===== src/rtl/mmio_responder.sv =====
// mmio_responder: CPU-mapped LED/switch/status block at 0x300, debounced switches, optional timer (MMIO_RESPONDER_TIMER_EN).
module mmio_responder #(
  parameter int WIDTH           = 16,
  parameter int DEBOUNCE_CYCLES = 16
) (
  input  logic             clk,
  input  logic             reset,
  input  logic [9:0]       addr,
  input  logic             we,
  input  logic             re,
  input  logic [WIDTH-1:0] wdata,
  input  logic [9:0]       switches,
  output logic [WIDTH-1:0] rdata,
  output logic [9:0]       LEDs,
  output logic             irq
);
  logic             sel, wr, rd;
  logic [7:0]       off;
  logic [9:0]       sync1_q, sync2_q, sw_q, sw_d, led_q, led_d;
  logic [15:0]      db_q, db_d;
  logic             sc_q, sc_d, te_q, sw_evt;
  logic [WIDTH-1:0] rdata_q, rdata_d, cmp_q, tcnt_q, rd_val;

  assign sel = addr[9:8] == 2'b11;
  assign off = addr[7:0];
  assign wr  = sel && we;
  assign rd  = sel && re && !we;

  // Counter runs only while the synchronized value disagrees with SW; any agreement restarts qualification.
  always_comb begin
    sw_evt = 1'b0;
    sw_d   = sw_q;
    db_d   = 16'd0;
    if (sync2_q != sw_q) begin
      if (db_q == 16'(DEBOUNCE_CYCLES - 1)) begin
        sw_d   = sync2_q;
        sw_evt = 1'b1;
      end else db_d = db_q + 16'd1;
    end
  end

  assign rd_val  = off == 8'h00 ? WIDTH'(led_q) :
                   off == 8'h01 ? WIDTH'(sw_q) :
                   off == 8'h02 ? WIDTH'({te_q, sc_q}) :
                   off == 8'h03 ? cmp_q :
                   off == 8'h04 ? tcnt_q : '0;
  assign rdata_d = rd ? rd_val : rdata_q;
  assign led_d   = (wr && off == 8'h00) ? wdata[9:0] : led_q;
  assign sc_d    = sw_evt | (sc_q & ~(rd && off == 8'h02));

  always_ff @(posedge clk or posedge reset) begin
    if (reset) begin
      sync1_q <= '0;
      sync2_q <= '0;
      sw_q    <= '0;
      db_q    <= '0;
      led_q   <= '0;
      sc_q    <= 1'b0;
      rdata_q <= '0;
    end else begin
      sync1_q <= switches;
      sync2_q <= sync1_q;
      sw_q    <= sw_d;
      db_q    <= db_d;
      led_q   <= led_d;
      sc_q    <= sc_d;
      rdata_q <= rdata_d;
    end
  end

`ifdef MMIO_RESPONDER_TIMER_EN
  logic [WIDTH-1:0] cmp_d, tcnt_d;
  logic             te_d, tmr_evt;
  assign tmr_evt = (cmp_q != '0) && (tcnt_q == cmp_q);
  assign cmp_d   = (wr && off == 8'h03) ? wdata : cmp_q;
  assign tcnt_d  = ((wr && off == 8'h03) || cmp_q == '0 || tmr_evt) ? '0 : tcnt_q + WIDTH'(1);
  assign te_d    = tmr_evt | (te_q & ~(wr && off == 8'h02 && wdata[1]));
  always_ff @(posedge clk or posedge reset) begin
    if (reset) begin
      cmp_q  <= '0;
      tcnt_q <= '0;
      te_q   <= 1'b0;
    end else begin
      cmp_q  <= cmp_d;
      tcnt_q <= tcnt_d;
      te_q   <= te_d;
    end
  end
`else
  logic unused_wdata;
  assign unused_wdata = ^wdata[WIDTH-1:10];
  assign cmp_q        = '0;
  assign tcnt_q       = '0;
  assign te_q         = 1'b0;
`endif

  assign rdata = rdata_q;
  assign LEDs  = led_q;
  assign irq   = sc_q | te_q;
endmodule

===== config.mk =====
export PLATFORM = sky130hd
export DESIGN_NAME = mmio_responder
export DESIGN_NICKNAME = d
export VERILOG_FILES = /design/src/rtl/mmio_responder.sv
export SDC_FILE = /design/constraint.sdc
export NUM_CORES = 1
export LEC_CHECK = 0
export ABC_AREA = 1
export BUFFER_PORTS_ARGS = -buffer_cell sky130_fd_sc_hd__buf_2
export CAP_MARGIN = 10
export CORE_MARGIN = 2
export CORE_UTILIZATION = 50
export DETAILED_ROUTE_END_ITERATION = 12
export PLACE_DENSITY = 0.75
export SLEW_MARGIN = 20
export SYNTH_ARGS = -nofsm -noshare
export SYNTH_HDL_FRONTEND = slang
export SYNTH_SLANG_ARGS = --single-unit

===== constraint.sdc =====
create_clock -name clk -period 6.8 [get_ports clk]
set_clock_uncertainty 0.15 [all_clocks]
set_input_delay 1.36 -clock clk [delete_from_list [all_inputs] [get_ports clk]]
set_output_delay 1.36 -clock clk [all_outputs]
set_load 0.01 [all_outputs]

==> PnR_summary.wiki, run 1 <==
{| class="wikitable"
! Metric !! Value
|-
| Setup violators final || 0
|-
| Worst-margin pin slew || between 800 and 900 ps
|-
| Final weighted congestion of routability-driven global placement || between 0.8 and 0.9
|-
| Core box area || ~5900 sq um
|-
| Highest cell delay on the worst timing path || between 600 and 700 ps
|-
| Avg Synthesized Cell Area || approximately 8.8 sq um
|-
| Layout overhead on the synthesized area || 16.9%
|-
| Wire per inst || ~12 microns
|-
| Maximum ir drop on the vdd rail || about 0.17 mV
|-
| Die H || approximately 82 microns
|-
| Standard-cell row count || 28
|-
| Worst R2R Setup Slack || between 5000 and 6000 ps
|-
| CTS-repair resized insts || 0
|-
| Drt first-iter violations || around 190
|-
| Period Utilization, post-route || around 48%
|-
| Count of pins over their slew limit || 0
|-
| Area fraction of the dominant cell type after synthesis || ~55%
|-
| Total of buffers placed on input and output ports || between 50 and 60
|-
| Worst skew pair latency || between 300 and 400 ps
|-
| Cell taking the most area after synthesis || dfrtp_1
|-
| Crit path time final || 3240 ps
|-
| Initial antenna violation count || 0
|-
| Maxcap violations || 0
|-
| ANT cells || 0
|-
| Required time reported for the critical path endpoint || 6880 ps
|-
| Global-route wire length before repair || roughly 10000 microns
|-
| Power density over the cells || 298 nW/um^2
|-
| Slowest stage cell, crit path || nand4_1
|-
| Number of instances on the worst hold path || 0
|-
| Hold violation count in the final report || 0
|-
| Maximum number of pins on one net before global-route repair || 68
|-
| Kind of path behind the tightest hold check || reg -> reg
|-
| Ranking of synthesized cells by instance count || dfrtp_1 (67), nand2_1 (62), nor2_1 (47)
|-
| Class of the most critical setup path || in -> reg
|-
| Cell repeated most along the worst path || nor2_1
|-
| Antenna violation net count after detailed routing || 0
|-
| Aggregate routed wire length || 5980 microns
|-
| Half-perimeter wire length of the detailed placement result || 4230 microns
|-
| Root buffer cell || clkbuf_8
|-
| Seq/Total Area, Yosys || a little over half
|-
| Number of sinks handled by clock tree synthesis || 67
|-
| Fmax || 309 MHz
|-
| Vias || approximately 2400
|-
| Setup TNS || 0 ps
|-
| Yosys reg bits || 67
|-
| Most common cell in the netlist || dfrtp_1
|-
| Buffer count from post-CTS setup fixing || 0
|-
| Initial standard-cell utilization of the core || about half
|-
| Number of DRC violations after detailed routing || 0
|-
| Fraction of final layout cells with drive strength greater than 1 || between 20% and 30%
|-
| Number of flops mapped to enable cells by yosys || 0
|-
| Number of cells after detailed placement || roughly 470
|-
| Die Width || roughly 82 microns
|-
| Total routing usage reported by global routing || 19.3%
|-
| Net total in the final layout || between 400 and 500
|-
| Via count of the first global-routing pass || between 2000 and 2500
|-
| Number of I/O pins || 67
|-
| Remaining global-route overflow || 0
|-
| Number of distinct standard cells referenced by the synthesized netlist || 26
|-
| Netlist area before placement || 3080 sq um
|-
| Routed via count divided by cell count || between 4 and 5
|-
| P_leak || ~1.9 nW
|-
| Critical path buffer and inverter count || 1
|-
| Number of fill cells || ~530
|-
| Main synth FF type || dfrtp_1
|-
| Bufs on Longest Clock Path || 2
|-
| Endpoint type of the worst setup path || register
|-
| Post-CTS Hold Buffers || 0
|-
| H-tree levels || 3
|-
| Number of detailed-route iterations in the first pass || 4
|-
| Top Family by Delay on Critical Path || simple AND/OR/NAND/NOR gates
|-
| Yosys warning count || 0
|-
| Series of cell instances along the critical path || buf_2 -> nor2_1 -> nand3_1 -> nor2_1 -> nand4_1 -> o21ai_0
|-
| Crit path depth || 6
|-
| Worst reg-to-reg path cell count || 9
|-
| Register clock-pin slew on the reported worst setup and hold paths || 70 ps
|-
| Largest fanout on the critical path || 20
|-
| Status || finished clean
|-
| Setup repair after global routing missed its margin || false
|-
| Post-Layout Cell Count || ~490
|-
| Min Hold Slack || 194 ps
|-
| Critical path startpoint category || input port
|-
| Ranking of synthesized cells by area || dfrtp_1 (55%), nand2_1 (7.6%), nor2_1 (5.7%)
|-
| Critical path arrival || 3320 ps
|-
| Die ar. || approximately 6800 sq um
|-
| Fraction of synthesis flops using an asynchronous set or reset pin || 100%
|-
| Number of CTS-inserted buffers || 9
|-
| Cell count after synthesis || around 350
|-
| CTS tree || built
|-
| Worst slew margin relative to its limit || approximately 45%
|}
-- per-stage QoR --
| stage | area (sq um) | total power [mW] | setup slack [ps] | util, % |
|---|---|---|---|---|
| floorplan | 3090 | 0.676 | 3610 | - |
| global placement | 3380 | 0.723 | 3370 | 57.1 |
| detailed placement | 3380 | 0.735 | 3210 | 57.1 |
| CTS | 3590 | 1.08 | 3530 | 60.7 |
| global route | 3590 | 1.14 | 3260 | 60.7 |
| finish | 3590 | 1.07 | 3560 | 60.7 |
-- cell type report --
| class | instances | area, sq um | area share, % |
|---|---|---|---|
| clock buffer | 11 | 151 | 4.21 |
| clock inverter | 5 | 60.1 | 1.67 |
| inverter | 43 | 161 | 4.49 |
| multi-input combinational | 232 | 1170 | 32.4 |
| sequential | 67 | 1680 | 46.6 |
| tap | 75 | 93.8 | 2.61 |
| timing repair buffer | 56 | 285 | 7.94 |
-- metal layers --
layer / vias up / wire (microns) / global-route usage (%)
met1: 1139 / 2480 / 21.5
met4: 0 / 106 / 8.67
li1: 1196 / - / -
met3: 10 / 360 / 5.65
met5: - / 0 / 0
met2: 64 / 3030 / 34.0
-- cells in the final DEF (no fill, tap or decap), types with 2 or more instances in the layout --
cell,count
xnor2_1,3
nor3_1,6
nor2_2,3
nor3_2,2
nand4_1,3
o21ai_0,12
buf_2,54
inv_2,4
clkbuf_8,11
nand3_1,31
nand2_1,62
buf_4,2
a21oi_1,19
nor2_4,2
dfrtp_1,67
inv_1,38
xor2_1,10
nor2_1,47
nand2_2,21
conb_1,6
-- cell families (layout without fill, tap and decap cells) --
logic type,count (synthesis),in the layout,synth area share [%]
AO/OA/AOI/OAI,32,32,5.66
AND/OR/NAND/NOR,180,180,27.4
adder cells (fa/ha/maj),1,1,0.407
XOR/XNOR,13,13,3.70
buffers and inverters,57,115,8.18
other,1,6,0.122
flip-flops,67,67,54.5
-- state kept, by name (all words and copies together), names as in the netlist --
name and cells:
LEDs 10, irq 1, db_q 16, sync2_q 10, rdata 10, sw_q 10, sync1_q 10
-- worst paths after layout --
kind	to	start
min reg2reg	sync2_q[2]	sync1_q[2]
max in group asynchronous	sw_q[7]	reset
min in group asynchronous	LEDs[8]	reset
min	sync2_q[2]	sync1_q[2]
max	LEDs[9]	addr[3]
max reg2reg	sw_q[3]	db_q[0]
-- where the power goes --
part,internal [mW],switching [mW]
Sequential,0.462,0.0660
Clock,0.190,0.153
Combinational,0.0835,0.116
Power figures use the tool's default switching activity.
==> inputs of run 2 (changes only) <==
--- a/config.mk
+++ b/config.mk
@@ -5,13 +5,13 @@
 export SDC_FILE = /design/constraint.sdc
 export NUM_CORES = 1
 export LEC_CHECK = 0
-export ABC_AREA = 1
+export ABC_AREA = 0
 export BUFFER_PORTS_ARGS = -buffer_cell sky130_fd_sc_hd__buf_2
 export CAP_MARGIN = 10
 export CORE_MARGIN = 2
 export CORE_UTILIZATION = 50
 export DETAILED_ROUTE_END_ITERATION = 12
-export PLACE_DENSITY = 0.75
+export PLACE_DENSITY = 0.76
 export SLEW_MARGIN = 20
 export SYNTH_ARGS = -nofsm -noshare
 export SYNTH_HDL_FRONTEND = slang
==> constraint.sdc (replaced) <==
create_clock -name clk -period 3.3 [get_ports clk]
set_clock_uncertainty 0.15 [all_clocks]
set_input_delay 0.66 -clock clk [delete_from_list [all_inputs] [get_ports clk]]
set_output_delay 0.66 -clock clk [all_outputs]
set_load 0.01 [all_outputs]
==> PnR_summary.wiki, run 2 <==
{| class="wikitable"
! Metric !! Value
|-
| Yosys warning count || 0
|-
| Series of cell instances along the critical path || buf_2 -> nor4_1 -> nand2_1 -> nor3_4 -> mux2_2
|-
| Area fraction of the dominant cell type after synthesis || around three fifths
|-
| Yosys reg bits || 67
|-
| Maxcap violations || 0
|-
| Number of DRC violations after detailed routing || 0
|-
| Core box area || approximately 5400 sq um
|-
| Setup violators final || 0
|-
| Max FFs per register || 16
|-
| Initial antenna violation count || 0
|-
| Layout overhead on the synthesized area || 17.6%
|-
| Power density over the cells || 608 nW/um^2
|-
| Critical path buffer and inverter count || 1
|-
| Worst slew margin relative to its limit || around three fifths
|-
| Root buffer cell || clkbuf_8
|-
| Main synth FF type || dfrtp_1
|-
| Leading cell types in the layout, fill and taps excluded || dfrtp_1 (67), buf_2 (54), mux2_2 (18), nor2_1 (17), xor2_1 (14)
|-
| Number of CTS-inserted buffers || 9
|-
| Net total in the final layout || 318
|-
| Vias || between 1500 and 2000
|-
| Number of I/O pins || 67
|-
| Aggregate routed wire length || ~5000 microns
|-
| Worst skew pair latency || 330 ps
|-
| Register with the most flip-flops || db_q
|-
| Wire per inst || ~14 microns
|-
| ANT cells || 0
|-
| Via count of the first global-routing pass || 1833
|-
| Cell count after synthesis || 217
|-
| Die ar. || 6200 sq um
|-
| CTS-repair resized insts || 0
|-
| P_leak || ~1.6 nW
|-
| Register clock-pin slew on the reported worst setup and hold paths || around 70 ps
|-
| Startpoint of the worst register-to-register path || db_q[4]
|-
| Critical path startpoint category || input port
|-
| Class of the most critical setup path || in -> reg
|-
| Crit path time final || just over 2000 ps
|-
| Fraction of final layout cells with drive strength greater than 1 || 34.5%
|-
| Post-CTS Hold Buffers || 0
|-
| Standard-cell row count || 27
|-
| Number of detailed-route iterations in the first pass || 6
|-
| Largest fanout on the critical path || 10
|-
| Crit path launch || addr[3]
|-
| Number of sinks handled by clock tree synthesis || 67
|-
| Half-perimeter wire length of the detailed placement result || 3580 microns
|-
| Most common cell in the netlist || dfrtp_1
|-
| Top Family by Delay on Critical Path || simple AND/OR/NAND/NOR gates
|-
| Setup repair after global routing missed its margin || false
|-
| Avg Synthesized Cell Area || ~13 sq um
|-
| Remaining global-route overflow || 0
|-
| Total of buffers placed on input and output ports || 54
|-
| Routed via count divided by cell count || 5.17
|-
| Initial standard-cell utilization of the core || about half
|-
| Number of distinct standard cells referenced by the synthesized netlist || 36
|-
| Startpoint of the most critical hold path || sync1_q[7]
|-
| Status || finished clean
|-
| Period Utilization, post-route || just over 60%
|-
| Endpoint type of the worst setup path || register
|-
| Total routing usage reported by global routing || 18.2%
|-
| Min Hold Slack || ~200 ps
|-
| CTS tree || built
|-
| H-tree levels || 3
|-
| Maximum ir drop on the vdd rail || 0.325 mV
|-
| Bufs on Longest Clock Path || 2
|-
| Die Width || slightly below 80 microns
|-
| Kind of path behind the tightest hold check || reg -> reg
|-
| Required time reported for the critical path endpoint || 3370 ps
|-
| Ranking of synthesized cells by area || dfrtp_1 (60%), mux2_2 (7.3%), xor2_1 (4.4%)
|-
| Fmax || approximately 500 MHz
|-
| Die H || about 79 microns
|-
| Fraction of synthesis flops using an asynchronous set or reset pin || between 90% and 100%
|-
| Highest cell delay on the worst timing path || 520 ps
|-
| Worst-margin pin slew || 597 ps
|-
| Cell taking the most area after synthesis || dfrtp_1
|-
| Commonest non-fill, non-tap cell in the layout || dfrtp_1
|-
| Final weighted congestion of routability-driven global placement || 0.808
|-
| Number of flops mapped to enable cells by yosys || 0
|-
| Maximum number of pins on one net before global-route repair || 30
|-
| Antenna violation net count after detailed routing || 0
|-
| Netlist area before placement || roughly 2800 sq um
|-
| Global-route wire length before repair || roughly 8500 microns
|-
| Hold violation count in the final report || 0
|-
| Ranking of synthesized cells by instance count || dfrtp_1 (67), mux2_2 (18), nor2_1 (17)
|-
| Seq/Total Area, Yosys || roughly three fifths
|-
| Count of pins over their slew limit || 0
|-
| Drt first-iter violations || 83
|-
| Slowest stage cell, crit path || nor3_4
|-
| Critical path arrival || ~2100 ps
|-
| Buffer count from post-CTS setup fixing || 0
|-
| Setup TNS || 0 ps
|}
-- run 2: changes by cell type in the layout (fill, tap and decap cells not counted), sizes merged, moves of 3 or more --
cell and change:
a21oi -17, and3 +3, inv -41, mux2 +20
mux2i +10, nand2 -70, nand3 -26, nand4 +3
nor2 -36, nor3 -5, nor4 +7, xnor2 +5
xor2 +4
-- run 2: metrics by stage --
step	worst slack (ps)	instance area, sq um	power (mW)	util, %	cells
global placement	943	3100	1.36	57.1	338
floorplan	807	2810	1.29	-	222
CTS	1270	3290	2.01	60.4	353
detailed placement	916	3100	1.38	57.1	338
global route	1130	3290	2.11	60.4	353
finish	1250	3290	2.00	60.4	353
-- run 2: where the power goes --
part,total [mW],switching [mW],internal [mW]
combinational,0.291,0.135,0.157
sequential,1.07,0.127,0.939
clock,0.638,0.300,0.339
total,2.00,0.561,1.43
-- run 2: area by class of cell --
| type | count | area, sq um |
|---|---|---|
| fillers | 469 | 2150 |
| flip-flops and latches | 67 | 1680 |
| multi-input cells | 141 | 1040 |
| repair buffers | 56 | 285 |
| clock buffers | 9 | 124 |
| well taps | 72 | 90.1 |
| clock inverters | 6 | 57.6 |
| inverters | 2 | 7.51 |
-- run 2: path summary, 6_finish.rpt --
check,end,slack (ps),depth (start not counted)
setup reg to reg,sw_q[4],1280,3
hold reg to reg,sync2_q[7],200,0
hold / removal,sync2_q[7],200,0
max in group asynchronous,sync1_q[5],2050,3
setup / recovery,LEDs[9],1250,5
min in group asynchronous,LEDs[3],230,2
-- run 2: cell families after synthesis --
| kind of cell | share of synthesized area, % |
|---|---|
| XOR/XNOR | 6.90 |
| multiplexers | 11.6 |
| AND/OR/NAND/NOR | 13.1 |
| adder cells (fa/ha/maj) | 0.448 |
| buffers and inverters | 3.27 |
| other | 0.134 |
| flip-flops | 60.0 |
| AO/OA/AOI/OAI | 4.52 |
-- run 2: worst reg2reg max path, stage by stage (launching register included) --
cell and delay [ps]:
dfrtp_1 490, nor4_2 350, and4_1 520, mux2_2 390
-- run 2: per-layer routing --
layer / vias up / GRT usage, % / wire length, microns
li1: 873 / - / -
met5: - / 0 / 0
met4: 0 / 8.25 / 46
met3: 5 / 6.36 / 255
met2: 45 / 27.9 / 2420
met1: 901 / 23.5 / 2300
